File: src/rtl/exec_wb_unit.sv
// Execute/write-back stage: ALU ops, shift-add multiply, GPR write-back.
// Define EXEC_FORWARD_EN to accept issue during WB with a result bypass.
module exec_wb_unit (
  input  logic       clk,
  input  logic       reset,
  input  logic       issue_valid,
  output logic       issue_ready,
  input  logic [2:0] opcode,
  input  logic [2:0] rd,
  input  logic [2:0] rs1,
  input  logic [2:0] rs2,
  output logic [2:0] reg_read_addr_1,
  output logic [2:0] reg_read_addr_2,
  input  logic [7:0] reg_read_data_1,
  input  logic [7:0] reg_read_data_2,
  output logic       reg_write_en,
  output logic [2:0] reg_write_dest,
  output logic [7:0] reg_write_data,
  output logic       flag_zero,
  output logic       flag_carry,
  output logic       busy
);

  typedef enum logic [1:0] {IDLE, EXEC, MUL, WB} state_t;

  state_t      state;
  logic [2:0]  op_q;
  logic [2:0]  rd_q;
  logic [7:0]  a_q;
  logic [7:0]  b_q;
  logic [15:0] mcand;
  logic [15:0] acc;
  logic [15:0] acc_next;
  logic [7:0]  bit_cnt;
  logic        carry_q;
  logic [7:0]  opnd_1;
  logic [7:0]  opnd_2;
  logic        fire;
  logic [8:0]  alu_sum;
  logic [7:0]  alu_res;
  logic        alu_c;

  assign reg_read_addr_1 = rs1;
  assign reg_read_addr_2 = rs2;
  assign busy = (state != IDLE);
  assign fire = issue_valid && issue_ready;

`ifdef EXEC_FORWARD_EN
  // The GPR still holds the old value while WB is writing it.
  assign issue_ready = (state == IDLE) || (state == WB);
  assign opnd_1 = (state == WB && rs1 == reg_write_dest)
                  ? reg_write_data : reg_read_data_1;
  assign opnd_2 = (state == WB && rs2 == reg_write_dest)
                  ? reg_write_data : reg_read_data_2;
`else
  assign issue_ready = (state == IDLE);
  assign opnd_1 = reg_read_data_1;
  assign opnd_2 = reg_read_data_2;
`endif

  always_comb begin
    alu_sum = 9'd0;
    alu_res = 8'd0;
    alu_c   = 1'b0;
    case (op_q)
      3'b000: begin
        alu_sum = {1'b0, a_q} + {1'b0, b_q};
        alu_res = alu_sum[7:0];
        alu_c   = alu_sum[8];
      end
      3'b001: begin
        alu_sum = {1'b0, a_q} - {1'b0, b_q};
        alu_res = alu_sum[7:0];
        alu_c   = alu_sum[8];
      end
      3'b010: alu_res = a_q & b_q;
      3'b011: alu_res = a_q | b_q;
      3'b100: alu_res = a_q ^ b_q;
      3'b101: begin
        alu_res = {a_q[6:0], 1'b0};
        alu_c   = a_q[7];
      end
      3'b110: alu_res = b_q;
      default: alu_res = 8'd0;
    endcase
  end

  assign acc_next = b_q[0] ? acc + mcand : acc;

  always_ff @(posedge clk) begin
    if (reset) begin
      state          <= IDLE;
      reg_write_en   <= 1'b0;
      reg_write_dest <= 3'd0;
      reg_write_data <= 8'd0;
      flag_zero      <= 1'b0;
      flag_carry     <= 1'b0;
      op_q           <= 3'd0;
      rd_q           <= 3'd0;
      a_q            <= 8'd0;
      b_q            <= 8'd0;
      mcand          <= 16'd0;
      acc            <= 16'd0;
      bit_cnt        <= 8'd0;
      carry_q        <= 1'b0;
    end else begin
      reg_write_en <= 1'b0;
      case (state)
        IDLE: begin
          if (fire)
            state <= (opcode == 3'b111) ? MUL : EXEC;
        end
        EXEC: begin
          reg_write_data <= alu_res;
          reg_write_dest <= rd_q;
          carry_q        <= alu_c;
          reg_write_en   <= 1'b1;
          state          <= WB;
        end
        MUL: begin
          acc     <= acc_next;
          mcand   <= mcand << 1;
          b_q     <= b_q >> 1;
          bit_cnt <= bit_cnt + 8'd1;
          if (bit_cnt == 8'd7) begin
            reg_write_data <= acc_next[7:0];
            reg_write_dest <= rd_q;
            carry_q        <= (acc_next[15:8] != 8'd0);
            reg_write_en   <= 1'b1;
            state          <= WB;
          end
        end
        default: begin
          flag_zero  <= (reg_write_data == 8'd0);
          flag_carry <= carry_q;
          if (fire)
            state <= (opcode == 3'b111) ? MUL : EXEC;
          else
            state <= IDLE;
        end
      endcase
      if (fire) begin
        op_q    <= opcode;
        rd_q    <= rd;
        a_q     <= opnd_1;
        b_q     <= opnd_2;
        mcand   <= {8'd0, opnd_1};
        acc     <= 16'd0;
        bit_cnt <= 8'd0;
      end
    end
  end

endmodule
File: config.mk
export PLATFORM = sky130hd
export DESIGN_NAME = exec_wb_unit
export DESIGN_NICKNAME = d
export VERILOG_FILES = /design/src/rtl/exec_wb_unit.sv
export SDC_FILE = /design/constraint.sdc
export NUM_CORES = 1
export LEC_CHECK = 0
export BUFFER_PORTS_ARGS = -buffer_cell sky130_fd_sc_hd__buf_2
export CAP_MARGIN = 20
export CORE_ASPECT_RATIO = 1.25
export CORE_MARGIN = 3
export CORE_UTILIZATION = 51
export DETAILED_ROUTE_END_ITERATION = 6
export PLACE_DENSITY = 0.67
export RECOVER_POWER = 100
export SYNTH_ARGS = -nofsm -noshare
export SYNTH_HDL_FRONTEND = slang
export SYNTH_SLANG_ARGS = --single-unit
File: constraint.sdc
create_clock -name clk -period 7.9 [get_ports clk]
set_clock_uncertainty 0.1 [all_clocks]
set_input_delay 0.395 -clock clk [delete_from_list [all_inputs] [get_ports clk]]
set_output_delay 0.395 -clock clk [all_outputs]
set_load 0.01 [all_outputs]
==> results_dict.tcl <==
set metrics [dict create \
    coreArea_sq_um 9810 \
    synth_area_sq_um 5240 \
    drive_above_1_share_pct 8.59 \
    die-area_sq_um 11500 \
    n_antenna_cell 0 \
    antenna_found_initial 0 \
    num_vias 4736 \
    grt_max_degree 61 \
    ys_types 65 \
    rows 40 \
    drt.antenna.violating_nets 0 \
    endpoint_kind "flip-flop" \
    die_h_microns 119 \
    cts.htree.levels 3 \
    fp.dieW_microns 96.7 \
    syn_to_final_growth_pct 10.3 \
    synth_warnings 0 \
    ctsHoldBuffers 0 \
    cts_sinks 79 \
    drt-total-wl_mm 13.6 \
    grt_pass1_vias 4799 \
    worstPathArrival_ns 5.09 \
    drt-wirelength-per-cell_microns 17.0 \
    max_freq_ghz 0.200 \
    cts_buffers 9 \
    ys_seq_elements 79 \
    power_mw 1.76 \
    slew_headroom_pct -119 \
    global_route.overflow_total 0 \
    gp_congestion 0.865 \
    cts_root_buffer "clkbuf_16" \
    p_leak_nw 2.33 \
    timing.critical_path.fanout_max 60 \
    postCtsSetupRepairBufs 0 \
    min_period_ns 5.01 \
    violations "capacitance limit, slew limit" \
    yosysSeqAreaShare_pct 30.2 \
    clock_path_buffers 2 \
    dp_hpwl_mm 9.77 \
    io_pins 53 \
    hold_viol_final 0 \
    drc 0 \
    tritoncts "done" \
    first_pass_iters 4 \
    startpoint_type "flip-flop" \
    timing.final.crit_share_pct 63.4 \
    ctsResizeCount 0 \
    outcome "complete, but fails checks" \
    setup_violations 0 \
    grt_pass1_wl_mm 22.6 \
    final_common_cell "nand2_1" \
    finalMaxSlewViolations 61 \
    final_cell_mix "nand2_1, dfxtp_1, a21oi_1, nor2_1, ha_1" \
    p_per_area_nw_per_um2 305 \
    hold_path.class "input port to flip-flop" \
    synthArstFlopShare_pct 0 \
    via_per_inst 5.91 \
    drtIter0Drc 255 \
    synth_ff_type "dfxtp_1" \
    fin_nets 751 \
    fill_cells 945 \
    peakVddDrop_mv 0.133 \
    synth-edff-count 0 \
    avgSynthCellArea_sq_um 7.99 \
    clock_latency_ns 0.34 \
    required_ns 7.99 \
    clkSlewWorstSetupHoldPaths_ns 0.06 \
    critPathKind "flip-flop to flip-flop" \
    portBuffers 40 \
    cap_violations 1 \
    syn_nets 737 \
    tns_ns 0 \
    worst_slew_pin_slew_ns 3.28 \
    rsz0062_at_grt "no" \
    synthCells 656 \
    start_util_pct 53.4 \
    grt_use_total_pct 23.7 \
]
[report_power, final]
part           switching [mW]  internal (mW)
clock                   0.175          0.287
combinational           0.451          0.294
sequential             0.0868          0.467
total                   0.713           1.05
[metal layers]
metal / global-route usage (%) / share of wire (%)
met1: 27.2 / 42
met2: 43.1 / 52
met3: 3.63 / 3.4
met4: 10.6 / 2.7
met5: 0 / 0
[state kept, by name, indices dropped and copies added, names as in the netlist]
register	count
op_q	3
state	2
reg_write_en	1
mcand	16
reg_write_data	8
acc	16
flag_carry	1
reg_write_dest	3
flag_zero	1
a_q	8
b_q	8
bit_cnt	8
rd_q	3
carry_q	1
[critical path, stage by stage (launching register included)]
cell	delay [ns]
dfxtp_1	0.36
inv_1	0.10
ha_1	0.14
clkbuf_1	2.30
o21ai_0	1.29
o21ai_0	0.44
a41oi_1	0.09
[layout make-up]
class                           instances  area [sq um]  area share, %
Clock buffer                           10           239           4.14
Clock inverter                          6          91.3           1.58
Inverter                               32           120           2.08
Tap cell                              126           158           2.73
Sequential cell                        79          1580           27.4
Multi-Input combinational cell        503          3360           58.1
Timing Repair Buffer                   45           234           4.05
[synthesized netlist by cell type (3+ instances only)]
cell | instances | area (sq um)
a21o_1 | 11 | 82.6
nand4_1 | 6 | 37.5
nor4_1 | 4 | 25.0
mux2i_1 | 29 | 290
a21oi_1 | 70 | 350
or3_1 | 4 | 25.0
clkbuf_1 | 31 | 116
inv_1 | 29 | 109
mux2_2 | 3 | 33.8
mux2_1 | 8 | 90.1
and3_1 | 3 | 18.8
a211oi_1 | 18 | 135
nor2b_1 | 6 | 37.5
nand2b_1 | 3 | 18.8
a31oi_1 | 7 | 43.8
xnor2_1 | 12 | 105
o22ai_1 | 4 | 25.0
buf_4 | 6 | 45.0
ha_1 | 47 | 588
nor2_1 | 54 | 203
o21bai_1 | 6 | 45.0
nor3_1 | 9 | 45.0
o211ai_1 | 6 | 45.0
nand2_1 | 87 | 327
o21ai_0 | 19 | 95.1
fa_1 | 3 | 60.1
nand3_1 | 16 | 80.1
xor2_1 | 7 | 61.3
inv_2 | 3 | 11.3
o21a_1 | 3 | 22.5
nand3b_1 | 5 | 37.5
o21ai_1 | 14 | 70.1
buf_1 | 4 | 15.0
dfxtp_1 | 79 | 1580
[path summary, 6_finish.rpt]
check / from / endpoint / slack (ns) / cells past startpoint
max reg2reg: state[0]$_SDFFE_PP0P_ / reg_write_data[7]$_SDFFE_PP0P_ / 2.89 / 6
min: rd[1] / rd_q[1]$_SDFFE_PP0P_ / 0.20 / 3
min reg2reg: rd_q[0]$_SDFFE_PP0P_ / rd_q[0]$_SDFFE_PP0P_ / 0.36 / 2
max: state[0]$_SDFFE_PP0P_ / reg_write_data[7]$_SDFFE_PP0P_ / 2.89 / 6
[logic make-up (layout without fill, tap and decap cells)]
group | after synthesis | after routing | synth area share, %
AOI/OAI and AO/OA | 185 | 185 | 22.4
xor gates and xnor gates | 19 | 19 | 3.18
buffers and inverters | 74 | 93 | 5.76
DFF | 79 | 79 | 30.2
muxes | 40 | 40 | 7.91
adders and majority gates | 50 | 50 | 12.4
and+or+nand+nor | 209 | 209 | 18.2
[metrics by stage]
step                      util (%)  setup WS [ns]  cells  area [sq um]  hold slack, ns
after floorplan                  -           5.27    656          5240           0.337
after global placement        55.5           4.97    784          5450           0.342
after detailed placement      55.8           5.01    785          5480           0.347
after CTS                     59.2           4.97    801          5810           0.190
after global routing          58.9           2.50    801          5780           0.220
final                         58.9           2.89    801          5780           0.197
Power figures use the tool's default switching activity.
